File: config.mk
export PLATFORM = sky130hd
export DESIGN_NAME = fpga_input_loader
export DESIGN_NICKNAME = d
export VERILOG_FILES = /design/src/rtl/fpga_input_loader.sv
export SDC_FILE = /design/constraint.sdc
export NUM_CORES = 1
export LEC_CHECK = 0
export CAP_MARGIN = 0
export CORE_MARGIN = 2
export CORE_UTILIZATION = 40
export CTS_CLUSTER_DIAMETER = 120
export DETAILED_ROUTE_END_ITERATION = 12
export HOLD_SLACK_MARGIN = 0.15
export PLACE_DENSITY = 0.65
export REMOVE_ABC_BUFFERS = 1
export SLEW_MARGIN = 20
export SYNTH_ARGS = -nofsm -noshare
export SYNTH_HDL_FRONTEND = slang
export SYNTH_SLANG_ARGS = --single-unit
File: constraint.sdc
create_clock -name clk -period 4.48 [get_ports clk]
set_input_delay 1.344 -clock clk [delete_from_list [all_inputs] [get_ports clk]]
set_output_delay 1.344 -clock clk [all_outputs]
set_load 0.05 [all_outputs]
File: src/rtl/fpga_input_loader.sv
// Pushbutton/switch operand loader: synchronizes raw keys and switches,
// debounces each key, and queues the switch word into a small FIFO on enter.
module fpga_input_loader #(
  parameter int DEBOUNCE_CYCLES = 500000,
  parameter int FIFO_DEPTH      = 4
) (
  input  logic        clk,
  input  logic        reset,
  input  logic [2:0]  key_n,
  input  logic [15:0] sw,
  output logic [15:0] out_data,
  output logic        out_valid,
  input  logic        out_ready,
  output logic [4:0]  fifo_count,
  output logic        overflow
);

  localparam int CW = $clog2(DEBOUNCE_CYCLES);
  localparam int AW = $clog2(FIFO_DEPTH);

  logic [2:0]    key_s1_q, key_s2_q;
  logic [15:0]   sw_s1_q, sw_s2_q;
  logic [2:0]    stable_q, stable_d;
  logic [CW-1:0] cnt_q [3];
  logic [CW-1:0] cnt_d [3];
  logic [2:0]    differ, hit, press;

  logic [15:0]   mem_q [FIFO_DEPTH];
  logic [AW-1:0] wr_ptr_q, wr_ptr_d;
  logic [AW-1:0] rd_ptr_q, rd_ptr_d;
  logic [4:0]    count_q, count_d;
  logic          ovf_q, ovf_d;
  logic          full, pop, push, ovf_set, we;

  always_ff @(posedge clk) begin
    if (reset) begin
      key_s1_q <= 3'b111;
      key_s2_q <= 3'b111;
      sw_s1_q  <= '0;
      sw_s2_q  <= '0;
    end else begin
      key_s1_q <= key_n;
      key_s2_q <= key_s1_q;
      sw_s1_q  <= sw;
      sw_s2_q  <= sw_s1_q;
    end
  end

  // Stable state flips on the D-th consecutive differing sample.
  always_comb begin
    differ   = '0;
    hit      = '0;
    press    = '0;
    stable_d = stable_q;
    for (int i = 0; i < 3; i++) begin
      cnt_d[i]  = cnt_q[i];
      differ[i] = key_s2_q[i] != stable_q[i];
      hit[i]    = differ[i] &&
                  (cnt_q[i] == CW'(DEBOUNCE_CYCLES - 1));
      press[i]  = hit[i] && stable_q[i];
      if (hit[i])
        stable_d[i] = ~stable_q[i];
      if (!differ[i] || hit[i])
        cnt_d[i] = '0;
      else
        cnt_d[i] = cnt_q[i] + CW'(1);
    end
  end

  always_ff @(posedge clk) begin
    if (reset) begin
      stable_q <= 3'b111;
      for (int i = 0; i < 3; i++)
        cnt_q[i] <= '0;
    end else begin
      stable_q <= stable_d;
      for (int i = 0; i < 3; i++)
        cnt_q[i] <= cnt_d[i];
    end
  end

  assign out_valid  = count_q != 5'd0;
  assign out_data   = out_valid ? mem_q[rd_ptr_q] : 16'h0000;
  assign fifo_count = count_q;
  assign overflow   = ovf_q;

  assign full    = count_q == 5'(FIFO_DEPTH);
  assign pop     = out_valid && out_ready;
  assign push    = press[0] && (!full || pop);
  assign ovf_set = press[0] && full && !pop;
  assign we      = push && !press[1];

  // Clear-FIFO overrides any same-edge push or pop.
  always_comb begin
    wr_ptr_d = wr_ptr_q;
    rd_ptr_d = rd_ptr_q;
    count_d  = count_q;
    if (press[1]) begin
      wr_ptr_d = '0;
      rd_ptr_d = '0;
      count_d  = '0;
    end else begin
      if (pop)
        rd_ptr_d = rd_ptr_q + AW'(1);
      if (push)
        wr_ptr_d = wr_ptr_q + AW'(1);
      count_d = count_q + 5'(push) - 5'(pop);
    end
    ovf_d = ovf_q;
    if (ovf_set)
      ovf_d = 1'b1;
    else if (press[2])
      ovf_d = 1'b0;
  end

  always_ff @(posedge clk) begin
    if (reset) begin
      wr_ptr_q <= '0;
      rd_ptr_q <= '0;
      count_q  <= '0;
      ovf_q    <= 1'b0;
    end else begin
      wr_ptr_q <= wr_ptr_d;
      rd_ptr_q <= rd_ptr_d;
      count_q  <= count_d;
      ovf_q    <= ovf_d;
    end
  end

  always_ff @(posedge clk) begin
    if (we)
      mem_q[wr_ptr_q] <= sw_s2_q;
  end

endmodule
# == Yosys cells after proc, flatten, opt, wreduce, memory -nomap -nowiden ==
# Memory sizes are Yosys's and may differ from the RTL's. A register that Yosys moved wholly into a read port is not among the register bits.
# Index checks and enable logic that the tools add are counted.
# totals
input_bits,22
ram_bits,121
register_bits,51
mem_count,2
# op_classes
muxes,16
eq_ne,7
n_reduce_logical,24
n_addsub,7
n_bitwise,6
# mem_list
memory,depth,width,rd,rd_ports_with_merged_regs,wr,line_no,text
mem_q,4,16,1,1,1,28,logic [15:0] mem_q [FIFO_DEPTH];
cnt_q,3,19,3,0,3,24,logic [CW-1:0] cnt_q [3];
# ops
cell,count
19-bit 2-to-1 mux,6
"19-bit by 1-bit adder with 19-bit output, second input constant",3
"19-bit == test, second input constant",3
16-bit 2-to-1 mux,1
1-bit logical AND,11
1-bit 2-to-1 mux,7
1-bit zero test,6
5-bit by 1-bit adder with 5-bit output,1
"5-bit by 3-bit == test with 1-bit output, second input constant",1
5-bit nonzero test,1
5-bit by 1-bit subtractor with 5-bit output,1
"2-bit by 1-bit adder with 2-bit output, second input constant",2
1-bit logical OR,4
2-bit 2-to-1 mux,2
1-bit != test,3
1-bit inverter,3
1-bit OR,3
2-bit nonzero test,1
2-bit OR reduction,1

# == Longest topological paths before layout ==
# Gate-level depths: netlist of the first run.
# logic_depth
ltp_word,7
ltp_mapped,13
mapped_depth_nobuf,13

# == Worst setup path after synthesis of the first run ==
# No wires, ideal clock.
# synth_path
path_kind,in2reg
startpoint,in out_ready
endpoint,"mem mem_q[0][0], enable pin"
required_time_ps,4067
arrival_ps,3136
stages,4
setup_time_ps,413
setup_slack_ps,931
cell_sequence,nand2b_1 and3_1 nand4b_1 nor3b_1
# synth_between
elab_chain_len,6
# synth_lines
item,line_no,text
from (decl),13,"input logic out_ready,"
1-bit logical AND,88,assign pop = out_valid && out_ready;
1-bit logical OR,89,assign push = press[0] && (!full || pop);
1-bit logical AND,89,
1-bit logical AND,91,assign we = push && !press[1];
1-bit 2-to-1 mux,131,if (we)
1-bit 2-to-1 mux (not written as such),132,mem_q[wr_ptr_q] <= sw_s2_q;
to (decl),28,
# Every way passes these cells.

# == Worst setup path after layout of the first run ==
# layout_path
startpoint,"reg count_q[2], in the netlist fifo_count[2]"
endpoint,out out_data[8]
# layout_between
elab_chain_len,2
# layout_lines
item,line_no,text
from (decl),31,"logic [4:0] count_q, count_d;"
from (signal assigned),125,count_q <= count_d;
5-bit nonzero test,82,assign out_valid = count_q != 5'd0;
16-bit 2-to-1 mux,83,assign out_data = out_valid ? mem_q[rd_ptr_q] : 16'h0000;
to (decl),11,"output logic [15:0] out_data,"
# Every way passes these cells.

==> impl_metrics.yaml, run 1 <==
floorplanning:
  die_y_um: 135
  initial_core_util: 0.411
  ioPinCount: 45
  dieArea_um2: 18200
  rows: 47
  core_um2: 16600
  chipWidth_um: 135
final_layout:
  drive_gt1_frac: 0.121
  finalCoreUtilization: 0.490
  nets: 668
  final_cell_count_no_fill: 865
  area_growth_pct: 19.2
  n_antenna_cell: 0
clock_tree:
  cts.hold.buffers_added: 0
  cts.repair.resized: 0
  cts_sinks: 174
  htree_levels: 4
  cts.root.buffer_cell: "clkbuf_16"
  post-cts-setup-buffers: 0
  cts_tree: "yes"
  path_clk_slew_ns: 0.07
  clkLatencyLatePin_ns: 0.41
  cts_buffers: 17
  clk_path_buf_depth: 2
global_route:
  antenna_found_initial: 0
  grt_pass1_vias: 4351
  grt_util_met1: 0.191
  use_met2: 0.247
  grt_usage: 0.150
  top_usage_layer: "met2"
  grt_pass1_wl_um: 21200
  grt_max_degree: 25
  gr-total-overflow: 0
  grt_util_met3: 0.0443
sta:
  slew_headroom: 0.436
  holdWs_ns: 0.415
  hold_viol: 0
  period_share: 0.856
  rsz0062_at_grt: "no"
  clock_skew_ns: 0.00818
  finalSetupViolations: 0
  drv_slew: 0
  setup_tns_ns: 0
  maxClockFrequency_mhz: 261
  min_period_ns: 3.84
  worst_pin_slew_ns: 0.844
placement:
  place_hpwl_um: 8610
  gp_congestion: 0.797
  io_buffers: 44
  place_inst: 833
route:
  drc: 0
  via_per_inst: 5.09
  dr.pass1.iters: 4
  wl_per_cell_um: 14.9
  antenna_left: 0
  drt-initial-drc-count: 313
  num_vias: 4404
  routed_wl_um: 12900
synthesis:
  yosys.cell_count.top_type: "dfxtp_1"
  yosys_warnings: 0
  synth-edff-count: 64
  yosysSeqAreaShare: 0.603
  netlist-cell-type-count: 47
  synthTopCellsByArea: "dfxtp_1 (32%), edfxtp_1 (28%), mux4_2 (5.3%)"
  synth_largest_type_area_fraction: 0.322
  yosys_register_bits: 174
  synthCells: 574
  ys.flop_type: "dfxtp_1"
  synth_area_um2: 6840
  synth-async-reset-ratio: 0
  synth.avg_cell_area_um2: 11.9
  synth_top_area_cell: "dfxtp_1"
  synth_common_cells: "dfxtp_1 (110), edfxtp_1 (64), nor2_1 (59)"
power_and_ir_drop:
  ir_drop_uv: 236
  p_leak_nw: 2.48
  p_total_mw: 3.10
  cellPowerDensity_nw_per_um2: 381
worst_setup_path:
  path_buf_inv: 3
  crit_slowest_cell: "clkdlybuf4s50_1"
  critical_path.top_delay_family: "buffers and inverters"
  worstPathArrival_ns: 2.49
  path_cells: "inv_1, ha_1, nor4b_2, buf_4, nor2b_1, clkdlybuf4s50_1"
  worstSetupStartpointType: "flip-flop"
  worstPathMaxFanout: 19
  required_ns: 3.14
  slowest_delay_ns: 0.84
  criticalPathCategory: "flip-flop to output port"
  worstSetupEndpointType: "output port"
status:
  outcome: "completed"
job:
  cap_viol_max_count: 0
worst_hold_path:
  hp-class: "flip-flop to flip-flop"
==> kinds of logic after synthesis <==
group	share of synthesized area
fa+ha+maj	0.0267
simple gates	0.196
buf+inv	0.0205
flops	0.603
xor+xnor	0.0551
mux	0.0527
compound gates	0.0463
==> power by group <==
group / switching [mW] / internal [mW] / leakage [nW] / total, mW
logic: 0.0218 / 0.0269 / 0.847 / 0.0488
clock network: 0.616 / 0.777 / 0.272 / 1.39
registers: 0.00899 / 1.65 / 1.36 / 1.66
==> state kept, by name, indices dropped and copies added, names as in the netlist, named ones only <==
signal,cells
mem_q,64
cnt_q,57
sw_s1_q,16
sw_s2_q,16
fifo_count,5
key_s1_q,3
key_s2_q,3
stable_q,3
rd_ptr_q,2
wr_ptr_q,2
overflow,1
==> through the flow <==
| step | worst slack, ns | area, um2 |
|---|---|---|
| floorplan | 0.217 | 6780 |
| global placement | 0.488 | 7580 |
| detailed placement | 0.391 | 7580 |
| CTS | 0.573 | 8150 |
| global route | 0.490 | 8150 |
| finish | 0.644 | 8150 |
==> layout by cell type (no fill, tap or decap), types with 9 or more instances in the layout <==
| cell | count |
|---|---|
| xnor2_1 | 26 |
| nand4_1 | 11 |
| edfxtp_1 | 64 |
| clkbuf_16 | 17 |
| nand2_1 | 22 |
| mux4_2 | 16 |
| ha_1 | 13 |
| a21oi_1 | 21 |
| nor2_1 | 59 |
| nor2b_1 | 49 |
| xor2_1 | 17 |
| dfxtp_1 | 110 |
| buf_4 | 9 |
| inv_1 | 21 |
| nand3_1 | 26 |
| clkdlybuf4s50_1 | 43 |
| o21ai_0 | 15 |
| nor3_1 | 11 |
| or3_1 | 10 |
==> metal layers <==
| metal | vias to the layer above | wire (um) |
|---|---|---|
| met5 | - | 0 |
| met4 | 0 | 58 |
| met3 | 4 | 441 |
| met2 | 75 | 6510 |
| met1 | 2155 | 5870 |
| li1 | 2170 | - |
==> final timing paths <==
path                                 start                       end  slack, ns  cells past startpoint
setup reg to reg    cnt_q[0][4]$_SDFF_PP0_  fifo_count[4]$_SDFF_PP0_       1.33                     11
setup / recovery  fifo_count[2]$_SDFF_PP0_               out_data[8]       0.64                      6
hold / removal      key_s1_q[2]$_SDFF_PP1_    key_s2_q[2]$_SDFF_PP1_       0.41                      1
hold reg to reg     key_s1_q[2]$_SDFF_PP1_    key_s2_q[2]$_SDFF_PP1_       0.41                      1
==> layout make-up <==
class	count	area, um2
fill	1475	8490
sequential	174	4120
multi-input combinational	365	2600
timing repair buffer	53	503
clock buffer	18	429
tap	220	275
clock inverter	14	136
inverter	21	78.8
Power figures use the tool's default switching activity.
==> inputs of run 2 (changes only) <==
--- a/config.mk
+++ b/config.mk
@@ -5,13 +5,15 @@
 export SDC_FILE = /design/constraint.sdc
 export NUM_CORES = 1
 export LEC_CHECK = 0
+export ABC_AREA = 1
 export CAP_MARGIN = 0
+export CORE_ASPECT_RATIO = 0.5
 export CORE_MARGIN = 2
 export CORE_UTILIZATION = 40
 export CTS_CLUSTER_DIAMETER = 120
 export DETAILED_ROUTE_END_ITERATION = 12
 export HOLD_SLACK_MARGIN = 0.15
-export PLACE_DENSITY = 0.65
+export PLACE_DENSITY = 0.64
 export REMOVE_ABC_BUFFERS = 1
 export SLEW_MARGIN = 20
 export SYNTH_ARGS = -nofsm -noshare
==> run 2 against run 1 <==
Effect of this change:
- worst hold slack lost 0.014 ns
- final cell count grew 31%
- die area grew 7.0%
- non-clock buffer count shrank 2
- count of clock-buffer cells in the layout shrank 1
- clock skew grew 0.0085 ns
- critical path depth shrank 2
- register-to-register slack gained 0.38 ns
- sequential share of layout area shrank 2.8 points
- via count grew 20%
- global-route usage grew 0.52 points
- first-iteration DRC count shrank 1.6%
- largest cell class unchanged
- largest power group unchanged
- highest routed layer unchanged
==> impl_metrics.yaml, run 2 <==
sta:
  min_period_ns: 4.15
  finalSetupViolations: 0
  worst_pin_slew_ns: 0.843
  slew_headroom: 0.437
  setup_tns_ns: 0
  hold_viol: 0
  rsz0062_at_grt: "no"
  clock_skew_ns: 0.0167
  maxClockFrequency_mhz: 241
  period_share: 0.925
  drv_slew: 0
clock_tree:
  cts_buffers: 17
  path_clk_slew_ns: 0.08
  htree_levels: 4
  cts.root.buffer_cell: "clkbuf_16"
  post-cts-setup-buffers: 0
  cts.hold.buffers_added: 0
  cts.repair.resized: 0
  clkLatencyLatePin_ns: 0.43
  clk_path_buf_depth: 2
  cts_tree: "yes"
  cts_sinks: 174
final_layout:
  largest_reg_flops: 64
  top_register: "mem_q"
  final_cell_count_no_fill: 1135
  n_antenna_cell: 0
  final_common_cell: "nor2_1"
  drive_gt1_frac: 0.0810
  nets: 924
  area_growth_pct: 18.1
  reg.largest.list: "mem_q (64), cnt_q (57)"
  layout_common_cells: "nor2_1 (190), dfxtp_1 (110), nand2_1 (109)"
power_and_ir_drop:
  cellPowerDensity_nw_per_um2: 375
  ir_drop_uv: 228
  p_leak_nw: 3.10
  p_total_mw: 3.23
route:
  via_per_inst: 4.66
  routed_wl_um: 14100
  drc: 0
  wl_per_cell_um: 12.4
  num_vias: 5288
  dr.pass1.iters: 4
  drt-initial-drc-count: 308
  antenna_left: 0
global_route:
  gr-total-overflow: 0
  grt_max_degree: 33
  grt_pass1_wl_um: 24200
  antenna_found_initial: 0
  grt_pass1_vias: 5139
  grt_usage: 0.155
worst_setup_path:
  worstPathMaxFanout: 32
  criticalPathCategory: "flip-flop to output port"
  worstSetupStartpointType: "flip-flop"
  worstSetupEndpointType: "output port"
  rrSetupSlack_ns: 1.71
  required_ns: 3.14
  worstPathArrival_ns: 2.80
job:
  cap_viol_max_count: 0
synthesis:
  yosys_register_bits: 174
  synth.avg_cell_area_um2: 8.72
  synth_largest_type_area_fraction: 0.301
  synth-edff-count: 64
  yosys_warnings: 0
  synth_common_cells: "nor2_1 (190), dfxtp_1 (110), nand2_1 (109)"
  netlist-cell-type-count: 36
  yosys.cell_count.top_type: "nor2_1"
  synth-async-reset-ratio: 0
  synthTopCellsByArea: "dfxtp_1 (30%), edfxtp_1 (26%), nor2_1 (9.8%)"
  ys.flop_type: "dfxtp_1"
  synth_area_um2: 7310
  synth_top_area_cell: "dfxtp_1"
  synthCells: 838
  yosysSeqAreaShare: 0.564
placement:
  place_hpwl_um: 9410
  gp_congestion: 0.860
  io_buffers: 44
  place_inst: 1103
floorplanning:
  initial_core_util: 0.415
  rows: 34
  core_um2: 17600
  ioPinCount: 45
  die_y_um: 99.6
  dieArea_um2: 19400
  chipWidth_um: 195
status:
  outcome: "completed"
worst_hold_path:
  hp-class: "flip-flop to flip-flop"
## run 2: changes by cell type in the layout (fill, tap and decap cells not counted), moves of 7 or more
cell     change
nor2_1     +131
nand2_1     +87
inv_1       +86
nor2b_1     -49
a21oi_1     +28
o21ai_0     +24
xnor2_1     -20
mux4_2      -16
or3_1       -10
nor3_1       +7
## run 2: metal layers
layer / track usage / wire (um)
met5: 0 / 0
met4: 0.0511 / 125
met3: 0.0319 / 387
met2: 0.262 / 6600
met1: 0.201 / 7010
## run 2: metrics by stage
stage | setup slack (ns) | util | cell area (um2) | hold WS (ns)
6_report | 0.335 | 0.490 | 8630 | 0.400
4_1_cts | 0.298 | 0.490 | 8630 | 0.405
2_1_floorplan | 0.611 | - | 7210 | 0.388
3_3_place_gp | 0.862 | 0.454 | 7990 | 0.390
3_5_place_dp | 0.773 | 0.454 | 7990 | 0.395
5_1_grt | 0.119 | 0.490 | 8630 | 0.415
## run 2: final timing paths
kind                     startpoint                  endpoint  cells past startpoint
max                       flip-flop               out_data[3]                      4
min           sw_s1_q[3]$_SDFF_PP0_     sw_s2_q[3]$_SDFF_PP0_                      2
max reg2reg  cnt_q[0][0]$_SDFF_PP0_  fifo_count[4]$_SDFF_PP0_                     13
min reg2reg   sw_s1_q[3]$_SDFF_PP0_     sw_s2_q[3]$_SDFF_PP0_                      2
## run 2: critical path, stage by stage, from the launching register on
cell and delay [ns]:
dfxtp_1 0.41, inv_1 0.66, o21ai_0 0.24, a21oi_1 0.23, clkdlybuf4s50_1 0.84
## run 2: final cells by class
| cell class | count | area (um2) |
|---|---|---|
| Fill cell | 1642 | 8980 |
| Sequential cell | 174 | 4120 |
| Multi-Input combinational cell | 535 | 2680 |
| Timing Repair Buffer | 51 | 488 |
| Clock buffer | 17 | 425 |
| Inverter | 109 | 410 |
| Tap cell | 234 | 293 |
| Clock inverter | 15 | 210 |
## run 2: power breakdown
part | internal (mW) | switching, mW | leakage, nW
sequential | 1.65 | 0.00971 | 1.48
combinational | 0.0250 | 0.0251 | 1.31
clock | 0.815 | 0.708 | 0.306
total | 2.49 | 0.743 | 3.10
## run 2: logic make-up (layout without fill, tap and decap cells)
kind of cell / after synthesis / in the layout / synth area share
AO/OA/AOI/OAI: 91 / 91 / 0.0635
XOR/XNOR: 24 / 24 / 0.0288
adder cells (fa/ha/maj): 14 / 14 / 0.0250
buffers and inverters: 129 / 192 / 0.0692
flip-flops: 174 / 174 / 0.564
AND/OR/NAND/NOR: 406 / 406 / 0.249
